File: config.mk
export PLATFORM = sky130hd
export DESIGN_NAME = flappy_player
export DESIGN_NICKNAME = d
export VERILOG_FILES = /design/src/rtl/flappy_player.sv
export SDC_FILE = /design/constraint.sdc
export NUM_CORES = 1
export LEC_CHECK = 0
export BUFFER_PORTS_ARGS = -buffer_cell sky130_fd_sc_hd__buf_4
export CAP_MARGIN = 40
export CORE_ASPECT_RATIO = 1.4
export CORE_UTILIZATION = 45
export DETAILED_ROUTE_END_ITERATION = 7
export MAX_ROUTING_LAYER = met4
export PLACE_DENSITY = 0.62
export REMOVE_ABC_BUFFERS = 1
export SLEW_MARGIN = 5
export SYNTH_ARGS = -nofsm -noshare
export SYNTH_HDL_FRONTEND = slang
export SYNTH_SLANG_ARGS = --single-unit
File: constraint.sdc
create_clock -name clk -period 4.4 [get_ports clk]
set_input_delay 1.1 -clock clk [delete_from_list [all_inputs] [get_ports clk]]
set_output_delay 1.1 -clock clk [all_outputs]
set_load 0.02 [all_outputs]
File: src/rtl/flappy_player.sv
// flappy_player: compositor and game-logic stage after the scrolling background.
// Overlays an 8x8 player sprite on the background pixel stream, runs per-frame
// flap/gravity physics, detects sprite-vs-terrain collisions and keeps a score.
//
// Ports:
//   clk, reset          pixel clock, synchronous active-high reset
//   hpos, vpos          current pixel position
//   display_on          active-video flag
//   hsync_in, vsync_in  raw syncs
//   bg_rgb, bg_solid    background colour and terrain mask (same cycle)
//   flap                asynchronous button
//   rgb                 composited colour, registered (1-cycle latency)
//   hsync, vsync        syncs delayed by one cycle to match rgb
//   crashed             high while in the crashed state
//   score               saturating flight score
module flappy_player #(
  parameter int unsigned BIRD_X       = 64,
  parameter int unsigned START_Y      = 120,
  parameter int          FLAP_VEL     = -6,
  parameter int          GRAVITY      = 1,
  parameter int          MAX_FALL     = 7,
  parameter int unsigned FLOOR_Y      = 248,
  parameter int unsigned FRAME_LINE   = 480,
  parameter int unsigned CRASH_FRAMES = 60,
  parameter int unsigned SCORE_FRAMES = 32
) (
  input  logic       clk,
  input  logic       reset,
  input  logic [9:0] hpos,
  input  logic [9:0] vpos,
  input  logic       display_on,
  input  logic       hsync_in,
  input  logic       vsync_in,
  input  logic [2:0] bg_rgb,
  input  logic       bg_solid,
  input  logic       flap,
  output logic [2:0] rgb,
  output logic       hsync,
  output logic       vsync,
  output logic       crashed,
  output logic [7:0] score
);

  localparam int unsigned ScW = $clog2(SCORE_FRAMES + 1);
  localparam int unsigned CrW = $clog2(CRASH_FRAMES + 1);

  localparam logic [1:0] StIdle    = 2'd0;
  localparam logic [1:0] StFlying  = 2'd1;
  localparam logic [1:0] StCrashed = 2'd2;

  localparam logic [9:0]        BirdX     = 10'(BIRD_X);
  localparam logic [7:0]        StartY    = 8'(START_Y);
  localparam logic [7:0]        FloorY    = 8'(FLOOR_Y);
  localparam logic signed [9:0] FloorYS   = 10'(FLOOR_Y);
  localparam logic [9:0]        FrameLine = 10'(FRAME_LINE);
  localparam logic signed [5:0] FlapVel   = 6'(FLAP_VEL);
  localparam logic signed [5:0] MaxFall   = 6'(MAX_FALL);
  localparam logic signed [6:0] MaxFall7  = 7'(MAX_FALL);
  localparam logic signed [6:0] Gravity7  = 7'(GRAVITY);
  localparam logic [ScW-1:0]    ScoreLast = ScW'(SCORE_FRAMES - 1);
  localparam logic [CrW-1:0]    CrashLast = CrW'(CRASH_FRAMES - 1);

  function automatic logic [7:0] sprite_row(input logic [2:0] r);
    logic [7:0] row;
    case (r)
      3'd0:    row = 8'h3C;
      3'd1:    row = 8'h7E;
      3'd2:    row = 8'hFF;
      3'd3:    row = 8'hDB;
      3'd4:    row = 8'hFF;
      3'd5:    row = 8'h7E;
      3'd6:    row = 8'h3C;
      default: row = 8'h18;
    endcase
    return row;
  endfunction

  // State
  logic [1:0]        state_q, state_d;
  logic [7:0]        bird_y_q, bird_y_d;
  logic signed [5:0] vel_q, vel_d;
  logic [7:0]        score_q, score_d;
  logic [ScW-1:0]    frame_cnt_q, frame_cnt_d;
  logic [CrW-1:0]    crash_cnt_q, crash_cnt_d;
  logic              hit_q, hit_d;
  logic              pending_q, pending_d;
  logic [2:0]        sync_q;  // [0],[1] synchronizer, [2] previous for edge detect
  logic [2:0]        rgb_q, rgb_d;
  logic              hsync_q, vsync_q;

  logic frame_tick;
  assign frame_tick = (hpos == 10'd0) && (vpos == FrameLine);

  logic flap_edge;
  assign flap_edge = sync_q[1] & ~sync_q[2];

  // Sprite hit test; the subtractions wrap when outside, so bounds are checked too
  logic [9:0] dx, dy;
  logic       in_x, in_y, opaque;
  logic [7:0] row_bits;
  assign dx       = hpos - BirdX;
  assign dy       = vpos - {2'b00, bird_y_q};
  assign in_x     = (hpos >= BirdX) && (dx < 10'd8);
  assign in_y     = (vpos >= {2'b00, bird_y_q}) && (dy < 10'd8);
  assign row_bits = sprite_row(dy[2:0]);
  assign opaque   = in_x && in_y && row_bits[3'd7 - dx[2:0]] && display_on;

  logic [2:0] sprite_col;
  assign sprite_col = (state_q == StCrashed) ? 3'b100 : 3'b110;

  // Includes a hit written on the tick cycle itself, before the clear
  logic hit_now, hit_eff;
  assign hit_now = opaque & bg_solid;
  assign hit_eff = hit_q | hit_now;

  always_comb begin
    rgb_d     = opaque ? sprite_col : (display_on ? bg_rgb : 3'b000);
    hit_d     = frame_tick ? 1'b0 : hit_eff;
    pending_d = frame_tick ? 1'b0 : (pending_q | flap_edge);
  end

  // Physics
  logic signed [9:0] ny;
  logic signed [6:0] vel_inc;
  assign ny      = $signed({2'b00, bird_y_q}) + $signed({{4{vel_q[5]}}, vel_q});
  assign vel_inc = $signed({vel_q[5], vel_q}) + Gravity7;

  always_comb begin
    state_d     = state_q;
    bird_y_d    = bird_y_q;
    vel_d       = vel_q;
    score_d     = score_q;
    frame_cnt_d = frame_cnt_q;
    crash_cnt_d = crash_cnt_q;
    if (frame_tick) begin
      case (state_q)
        StIdle: begin
          bird_y_d = StartY;
          vel_d    = '0;
          if (pending_q) begin
            state_d     = StFlying;
            vel_d       = FlapVel;
            score_d     = '0;
            frame_cnt_d = '0;
          end
        end
        StFlying: begin
          if (frame_cnt_q == ScoreLast) begin
            frame_cnt_d = '0;
            if (score_q != 8'hFF) score_d = score_q + 8'd1;
          end else begin
            frame_cnt_d = frame_cnt_q + 1'b1;
          end
          if (hit_eff) begin
            state_d     = StCrashed;
            crash_cnt_d = '0;
          end else if (ny >= FloorYS) begin
            state_d     = StCrashed;
            bird_y_d    = FloorY;
            crash_cnt_d = '0;
          end else begin
            bird_y_d = ny[9] ? 8'd0 : ny[7:0];
            if (pending_q)                vel_d = FlapVel;
            else if (vel_inc > MaxFall7)  vel_d = MaxFall;
            else                          vel_d = vel_inc[5:0];
          end
        end
        StCrashed: begin
          if (crash_cnt_q == CrashLast) begin
            state_d     = StIdle;
            bird_y_d    = StartY;
            vel_d       = '0;
            crash_cnt_d = '0;
          end else begin
            crash_cnt_d = crash_cnt_q + 1'b1;
          end
        end
        default: begin
          state_d  = StIdle;
          bird_y_d = StartY;
          vel_d    = '0;
        end
      endcase
    end
  end

  always_ff @(posedge clk) begin
    if (reset) begin
      state_q     <= StIdle;
      bird_y_q    <= StartY;
      vel_q       <= '0;
      score_q     <= '0;
      frame_cnt_q <= '0;
      crash_cnt_q <= '0;
      hit_q       <= 1'b0;
      pending_q   <= 1'b0;
      sync_q      <= '0;
      rgb_q       <= '0;
      hsync_q     <= 1'b0;
      vsync_q     <= 1'b0;
    end else begin
      state_q     <= state_d;
      bird_y_q    <= bird_y_d;
      vel_q       <= vel_d;
      score_q     <= score_d;
      frame_cnt_q <= frame_cnt_d;
      crash_cnt_q <= crash_cnt_d;
      hit_q       <= hit_d;
      pending_q   <= pending_d;
      sync_q      <= {sync_q[1:0], flap};
      rgb_q       <= rgb_d;
      hsync_q     <= hsync_in;
      vsync_q     <= vsync_in;
    end
  end

  assign rgb     = rgb_q;
  assign hsync   = hsync_q;
  assign vsync   = vsync_q;
  assign crashed = (state_q == StCrashed);
  assign score   = score_q;

endmodule

==> results of run 1 <==
[metrics by stage]
step	std cells	total power, mW	hold WS (ns)
final	551	0.763	0.440
after global routing	551	0.792	0.462
after CTS	551	0.770	0.442
after detailed placement	543	0.510	0.420
after global placement	543	0.509	0.424
after floorplan	403	0.471	0.414
[metal layers]
metal	track usage, %	part of all wire, %
met4	8.85	2.3
met3	2.62	1.7
met2	41.4	53
met1	24.2	43
met5	-	0
[worst reg2reg max path: stages, from the launching register on]
cell and delay, ns:
dfxtp_1 0.38, ha_1 0.26, fa_1 0.42, a211oi_1 0.46, nor2_1 0.12, xnor2_1 0.18, nor4_2 0.55, o211ai_2 0.27
a41o_1 0.34, nor3_2 0.19, mux2i_1 0.19
[where the power goes]
part | total (mW) | switching, mW | internal [mW]
combinational | 0.0790 | 0.0398 | 0.0392
sequential | 0.421 | 0.00118 | 0.420
clock | 0.264 | 0.151 | 0.112
[cell families (layout without fill, tap and decap cells)]
family / after synthesis / count (layout)
adder cells (fa/ha/maj): 24 / 24
AO/OA/AOI/OAI: 122 / 122
XOR/XNOR: 17 / 17
flip-flops: 46 / 46
multiplexers: 8 / 8
buffers and inverters: 35 / 76
AND/OR/NAND/NOR: 163 / 163
[cells in the final DEF, fill, tap and decap left out, types with 5 or more instances in the layout]
cell / Yosys / final
nand3b_1: 6 / 6
nor3_1: 7 / 7
nand2b_1: 7 / 7
a21oi_1: 29 / 29
nand2_1: 36 / 36
o21bai_1: 6 / 6
dfxtp_1: 46 / 46
nor2_1: 45 / 45
and3_1: 6 / 6
o31ai_1: 5 / 5
clkbuf_8: 0 / 5
nor2b_1: 8 / 8
ha_1: 22 / 22
o21ai_0: 20 / 20
xnor2_1: 8 / 8
nor4_1: 6 / 6
inv_1: 23 / 23
o211a_1: 6 / 6
buf_4: 0 / 45
nand4_1: 7 / 7
mux2i_1: 7 / 7
nand3_1: 12 / 12
xor2_1: 9 / 9
a211oi_1: 5 / 5
[path summary, 6_finish.rpt]
kind | end | slack [ns] | cells past startpoint | from
hold reg to reg | sync_q[1] | 0.44 | 1 | sync_q[0]
hold / removal | sync_q[1] | 0.44 | 1 | sync_q[0]
setup reg to reg | crash_cnt_q[5] | 0.98 | 10 | bird_y_q[0]
setup / recovery | crash_cnt_q[5] | 0.68 | 13 | vpos[0]
[sequential cells by signal, indices dropped and copies added, names as in the netlist, 2 cells and up]
name	cells
rgb	3
state_q	2
crash_cnt_q	6
vel_q	6
sync_q	3
frame_cnt_q	6
score	8
bird_y_q	8
[cell type report]
| cell class | instances | area share (%) |
|---|---|---|
| Timing Repair Buffer | 45 | 8.88 |
| Inverter | 23 | 2.27 |
| Tap cell | 95 | 3.12 |
| Clock inverter | 2 | 0.362 |
| Clock buffer | 6 | 1.91 |
| Sequential cell | 46 | 24.2 |
| Multi-Input combinational cell | 334 | 59.3 |
==> metrics.txt, run 1 <==
PortBufs between 40 and 50; CTS Buf Count 5; fraction of registers with async set/reset 0%; overflow left after global routing 0; multi-input logic area 0.00225 mm^2; post-synthesis sequential area ratio 27.8%; fmax about 0.27 GHz; FP Rows 36; vias 3153; Peak VDD IR 250 uV; Ant. Diodes 0; library cells used by synthesis 67; CTS tree built; die area between 0.007 and 0.008 mm^2; setup TNS 0 ns; Vias/cell about 5.7; count of hold-fix buffers inserted at cts 0; Final ANT Viol Nets 0; RSZ-0062 raised after global routing no; skew final ~0.013 ns; first-pass GRT wire length 13200 um; wire per inst around 14 um; Mapped Cells approximately 420; TritonCTS sink count 46; Synth Area in XOR/XNOR between 4 and 5%; number of global-route vias before repair just under 3000; H-tree depth 2; P_leak approximately 1.6 nW; status finished, final reports clean; Synth Area in Compound Gates 26.1%; largest net degree at the start of global routing 36; final instance area 0.00380 mm^2; CP top delay family compound AO/OA/AOI/OAI gates; Place WS 0.387 ns; ranking of synthesized cells by area dfxtp_1 28%, ha_1 8.3%, nor2_1 5.1%; Critical Path RT 4.63 ns; Critical Path Sink Type flop; synthesis-to-layout area growth 15.0%; Crit path largest cell delay between 0.5 and 0.6 ns; most numerous cell in the Yosys netlist dfxtp_1; Worst Path Max Fanout 7; Synth Warn # 0; Max Slew Vio Count 0; Placed Instance Area roughly 0.0037 mm^2; Buf+Inv Stages, Crit Path 3; slew margin rel. between 50 and 60%; Starting Density between 40% and 50%; simple-gate share of the synthesized area between 20 and 30%; CTS resizes 0; 1st-iter DRT viols 64; Chip Width 74.5 um; worst-margin pin slew about 0.65 ns; max-cap violation count 0; Mapped Area between 0.003 and 0.004 mm^2; Pwr per Cell Area around 200 mW/mm^2; worst-skew pair later-pin latency about 0.31 ns; CP startpoint kind input port; CTS root buf clkbuf_8; minimum clock period 3.72 ns; final core occ 54.1%; routability cong. 0.818; initial antenna violation count 0; routed wire length 7960 um; Synth top cells by count 46 x dfxtp_1, 45 x nor2_1, 36 x nand2_1, 29 x a21oi_1, 23 x inv_1; largest family of logic cells by synthesized area compound AO/OA/AOI/OAI gates; DRC 0; setup repair bufs after CTS 0; Post-synth EDFFs 0; crit path DAT around 4.0 ns; final-layout fill cell count approximately 730; Total GRT Usage between 20 and 25%; HP Class flop to flop; register area a little over 900 um^2; Die Span Y roughly 100 um; endpoints failing setup 0; Critical-path top delay cell fa_1; final hold viol count 0; final cycle utilization of the critical path between 80 and 90%; top-area cell type share of the netlist area between 20% and 30%; CTS max path bufs 2; post-synthesis mux area share 2.46%; CP Class input port to flop; mean area per synthesized cell 7.97 um^2; final worst slack between 0.6 and 0.7 ns; Yosys reg bits 46; I/O Pins between 40 and 50; Final nets roughly 510; Clk pin slew, worst setup/hold paths roughly 0.090 ns; number of iterations in the first detailed-routing pass 4; Most used DFF post-synth dfxtp_1; Final HPWL DP between 6000 and 7000 um; share of cells above drive strength 1 ~16%; post-synth top area cell dfxtp_1; core area between 0.007 and 0.008 mm^2; cells along the critical path buf_4 -> inv_1 -> ha_1 -> inv_1 -> fa_1 -> xor2_1 -> mux2i_1 -> o221a_2 -> nand4bb_1 -> o41a_1 -> a41o_1 -> nor3_2 -> mux2i_1; Synth Area in Adders 9.53%
No activity file was read; power rests on OpenSTA's default activity.
==> run 2: changes to the inputs <==
PLACE_DENSITY = 0.64   (was 0.62)
clock period = 3.2 ns   (was 4.4 ns; I/O delays follow)
==> metrics.txt, run 2 (same netlist as run 1, synthesis figures left out) <==
Pwr per Cell Area 253 mW/mm^2 (+26%); switching part of the total 24.9% (-0.27 points); CP Class input port to flop; final instance area 0.00429 mm^2 (+13%); Vias/cell 5.72 (about the same); final hold viol count 0 (unchanged); overflow left after global routing 0 (unchanged); number of iterations in the first detailed-routing pass 5 (+1); H-tree depth 2 (unchanged); slew margin rel. 49.8% (-6.6 points); reg2reg path depth 13 (+3); wire per inst 14.7 um (+2.1%); final cycle utilization of the critical path 101%; worst-skew pair later-pin latency 0.31 ns (about the same); Crit path largest cell delay 0.52 ns (-0.02 ns); CP top delay family compound AO/OA/AOI/OAI gates; PortBufs 43 (unchanged); CTS max path bufs 2 (unchanged); P_leak 1.81 nW (+14%); Peak VDD IR 250 uV (about the same); skew final 0.0101 ns (-0.00340 ns); RSZ-0062 raised after global routing yes; hold path cells 1 (unchanged); I/O Pins 44 (unchanged); Ant. Diodes 0 (unchanged); minimum clock period around 3.2 ns; final core occ 61.1% (+6.9 points); FP Rows 36 (unchanged); 1st-iter DRT viols 127 (+98%); flop2flop setup slack 0.09 ns (-0.89 ns); routed wire length 8740 um (+9.9%); Worst Path Max Fanout 5 (-2); largest net degree at the start of global routing 36 (unchanged); endpoints failing setup 6 (+6); HP Class flop to flop; Starting Density 47.1% (unchanged); Final HPWL DP 6590 um (+6.0%); Clk pin slew, worst setup/hold paths 0.09 ns (about the same); routability cong. 0.903 (+10%); Critical Path RT 3.43 ns (-1.20 ns); clock share of power 35.2% (+0.7 points); Placed Instance Area 0.00396 mm^2 (+6.5%); final worst slack -0.0393 ns (-0.716 ns); DRC 0 (unchanged); count of hold-fix buffers inserted at cts 0 (unchanged); share of cells above drive strength 1 27.3% (+12 points); failing checks setup timing; most frequent CP cell buf_6; Buf+Inv Stages, Crit Path 4 (+1); max-cap violation count 0 (unchanged); Logic pwr share 11.6% (+1.2 points); most frequent cells in the layout 82 x buf_4, 45 x dfxtp_1, 44 x nor2_1; Seq pwr share 53.1% (-2.0 points); vias 3394 (+7.6%); Worst path depth 14 (+1); Die Span Y 103 um (unchanged); CTS root buf clkbuf_8; Power Internal 0.816 mW (+43%); crit path DAT 3.47 ns (-0.49 ns); core area 0.00703 mm^2 (unchanged); CTS tree built; Total GRT Usage 23.5% (+0.98 points); die area 0.00770 mm^2 (unchanged); cells along the critical path buf_6 -> inv_4 -> ha_4 -> inv_2 -> fa_1 -> xor2_1 -> mux2i_1 -> o221a_2 -> nand4bb_1 -> o41a_1 -> buf_6 -> a31oi_4 -> nor2_4 -> a311oi_2; most common cell after layout, fill and taps aside buf_4; Chip Width 74.5 um (unchanged); TritonCTS sink count 46 (unchanged); Final nets 551 (+8.3%); Critical-path top delay cell fa_1; Final ANT Viol Nets 0 (unchanged); initial antenna violation count 0 (unchanged); CTS Buf Count 5 (unchanged); Critical Path Sink Type flop; status complete, but fails checks; first-pass GRT wire length 13900 um (+5.1%); NetSw 0.271 mW (+41%); worst-margin pin slew 0.754 ns (+0.106 ns); synthesis-to-layout area growth 29.8%; fmax just over 0.3 GHz; number of global-route vias before repair 3125 (+5.5%); CP startpoint kind input port; Max Slew Vio Count 0 (unchanged)
## run 2: changes by cell type in the layout (fill, tap and decap cells not counted), moves of 3 or more
cell | previous run | this run
a22oi_1 | 4 | 1
a22oi_2 | 0 | 3
buf_4 | 45 | 82
buf_6 | 0 | 5
## run 2: final timing paths
| check | end | from |
|---|---|---|
| worst min register to register | sync_q[1] | sync_q[0] |
| worst min-delay path | sync_q[1] | sync_q[0] |
| worst max-delay path | vel_q[1] | vpos[0] |
| worst max register to register | vel_q[1] | bird_y_q[0] |
## run 2: stage by stage
step | std cells | power [mW] | TNS [ns] | hold WS, ns | setup slack [ns]
final | 593 | 1.09 | -0.113 | 0.449 | -0.0393
after global routing | 593 | 1.14 | -2.01 | 0.480 | -0.175
after CTS | 588 | 1.09 | -1.48 | 0.452 | -0.123
after detailed placement | 575 | 0.711 | -7.67 | 0.432 | -0.482
after global placement | 575 | 0.709 | -5.86 | 0.428 | -0.377
after floorplan | 403 | 0.647 | -1.30 | 0.414 | -0.183
## run 2: power groups by stage
stage                     logic [mW]  clock network (mW)  registers [mW]
after floorplan               0.0518                   0           0.595
after global placement         0.117                   0           0.592
after detailed placement       0.119                   0           0.592
after CTS                      0.123               0.392           0.578
after global routing           0.138               0.419           0.578
final                          0.126               0.383           0.578
## run 2: layout make-up
class                           instances  area, um^2
Clock inverter                          2        12.5
Fill cell                             655        2730
Clock buffer                            6        82.6
Inverter                               23        88.8
Timing Repair Buffer                   87         672
Sequential cell                        46         925
Multi-Input combinational cell        334        2390
Tap cell                               95         119
## run 2: routing by layer
metal | routed length, um | global-route usage [%] | vias up
met5 | 0 | - | -
met4 | 233 | 9.29 | 0
met3 | 241 | 2.71 | 20
met2 | 4720 | 43.5 | 66
met1 | 3550 | 25.0 | 1614
li1 | - | - | 1694
## run 2: what timing repair did
item                       4_1_cts  5_1_grt
setup endpoints to repair       14       23
buffers inserted                 5        6
pin swaps                       15       26
gates resized for setup         18       20
==> run 3: changes to the inputs <==
SETUP_SLACK_MARGIN = 0.3   (was unset)
==> metrics.txt, run 3 (same netlist as run 1, synthesis figures left out) <==
most frequent CP cell buf_6; Buf+Inv Stages, Crit Path 4 (unchanged); Clk pin slew, worst setup/hold paths 0.09 ns (about the same); core area 0.00703 mm^2 (unchanged); Vias/cell 5.76 (+0.58%); CTS root buf clkbuf_8; share of cells above drive strength 1 28.9% (+1.6 points); final cycle utilization of the critical path 101% (about the same); minimum clock period 3.24 ns (+0.000321 ns); Critical Path Sink Type flop; first-pass GRT wire length 14000 um (+1.0%); worst-skew pair later-pin latency 0.31 ns (about the same); initial antenna violation count 0 (unchanged); Total GRT Usage 23.8% (+0.29 points); CP top delay family compound AO/OA/AOI/OAI gates; final worst slack -0.0396 ns (-0.000321 ns); CTS max path bufs 2 (unchanged); routed wire length 8840 um (+1.2%); CTS Buf Count 5 (unchanged); Crit path largest cell delay 0.52 ns (about the same); crit path DAT 3.47 ns (about the same); 1st-iter DRT viols 158 (+24%); most frequent cells in the layout 83 x buf_4, 44 x nor2_1, 44 x dfxtp_1; Placed Instance Area 0.00396 mm^2 (unchanged); Peak VDD IR 250 uV (-0.28%); status complete, but fails checks; most common cell after layout, fill and taps aside buf_4; HP Class flop to flop; max-cap violation count 0 (unchanged); Ant. Diodes 0 (unchanged); Pwr per Cell Area 250 mW/mm^2 (-1.4%); failing checks setup timing; Starting Density 47.1% (unchanged); final instance area 0.00436 mm^2 (+1.6%); PortBufs 43 (unchanged); Final nets 554 (+0.54%); CTS tree built; P_leak 1.83 nW (+1.2%); Die Span Y 103 um (unchanged); CP startpoint kind input port; die area 0.00770 mm^2 (unchanged); hold_ws 0.449 ns (+0.0000430 ns); wire per inst 14.8 um (+0.66%); Finished Layout Cells 596 (+0.51%); H-tree depth 2 (unchanged); worst-margin pin slew 0.757 ns (+0.00324 ns); Final HPWL DP 6590 um (unchanged); final hold viol count 0 (unchanged); Final ANT Viol Nets 0 (unchanged); number of global-route vias before repair 3162 (+1.2%); endpoints failing setup 9 (+3); Chip Width 74.5 um (unchanged); Max Slew Vio Count 0 (unchanged); Critical Path RT 3.43 ns (about the same); routability cong. 0.903 (unchanged); slew margin rel. 49.6% (-0.22 points); CP Class input port to flop; setup TNS -0.119 ns (-0.00519 ns); Critical-path top delay cell fa_1; placed cells 575 (unchanged); Worst Path Max Fanout 5 (unchanged); number of iterations in the first detailed-routing pass 4 (-1); I/O Pins 44 (unchanged); synthesis-to-layout area growth 31.8%; cells along the critical path buf_6 -> inv_4 -> ha_4 -> inv_2 -> fa_1 -> xor2_1 -> mux2i_1 -> o221a_2 -> nand4bb_1 -> o41a_1 -> buf_6 -> a31oi_4 -> nor2_4 -> a311oi_2; largest net degree at the start of global routing 36 (unchanged); DRC 0 (unchanged); overflow left after global routing 0 (unchanged); fmax 0.309 GHz (about the same); TritonCTS sink count 46 (unchanged); count of hold-fix buffers inserted at cts 0 (unchanged); vias 3431 (+1.1%); FP Rows 36 (unchanged); skew final 0.0110 ns (+0.000902 ns); RSZ-0062 raised after global routing yes
## run 3: metrics by stage
stage          total power, mW  utilization (%)  worst slack, ns
2_1_floorplan            0.647                -           -0.183
3_3_place_gp             0.709             56.3           -0.377
3_5_place_dp             0.711             56.3           -0.482
4_1_cts                   1.09             60.0           -0.122
5_1_grt                   1.14             62.1           -0.175
6_report                  1.09             62.1          -0.0396
## run 3: final cells by class
| class | instances | area (um^2) |
|---|---|---|
| clock buffers | 6 | 82.6 |
| clock inverters | 2 | 12.5 |
| fillers | 646 | 2670 |
| inverters | 23 | 88.8 |
| multi-input cells | 334 | 2430 |
| flip-flops and latches | 46 | 926 |
| well taps | 95 | 119 |
| repair buffers | 90 | 702 |
## run 3: worst paths after layout
check / depth (start not counted) / endpoint / slack (ns) / from
worst max register to register: 14 / vel_q[0] / 0.04 / bird_y_q[0]
worst min register to register: 1 / sync_q[1] / 0.45 / sync_q[0]
worst min-delay path: 1 / sync_q[1] / 0.45 / sync_q[0]
worst max-delay path: 14 / vel_q[1] / -0.04 / vpos[0]
## run 3: where the power goes
group          switching, mW  total [mW]  internal (mW)
registers            0.00158       0.578          0.576
clock network          0.210       0.384          0.174
logic                 0.0602       0.127         0.0663
## run 3: per-layer routing
| layer | GRT usage [%] | up-vias | wire [um] |
|---|---|---|---|
| met5 | - | - | 0 |
| met1 | 25.2 | 1631 | 3600 |
| met3 | 3.00 | 27 | 245 |
| met2 | 43.9 | 79 | 4740 |
| li1 | - | 1694 | - |
| met4 | 9.87 | 0 | 263 |
## run 3: repair_timing
| action | CTS | global route |
|---|---|---|
| gates resized for setup | 27 | 20 |
| pin swaps | 16 | 35 |
| endpoints found under the setup margin | 23 | 24 |
| buffers inserted | 5 | 8 |
## run 3: worst reg2reg max path: stages, from the launching register on
cell,delay [ns]
dfxtp_4,0.37
ha_4,0.16
fa_2,0.40
a211oi_2,0.26
buf_4,0.15
nor4b_1,0.06
o31ai_1,0.41
nor4_2,0.07
buf_4,0.18
buf_6,0.12
o211a_1,0.23
o31ai_2,0.22
buf_4,0.18
a21oi_1,0.07
o21ba_2,0.19
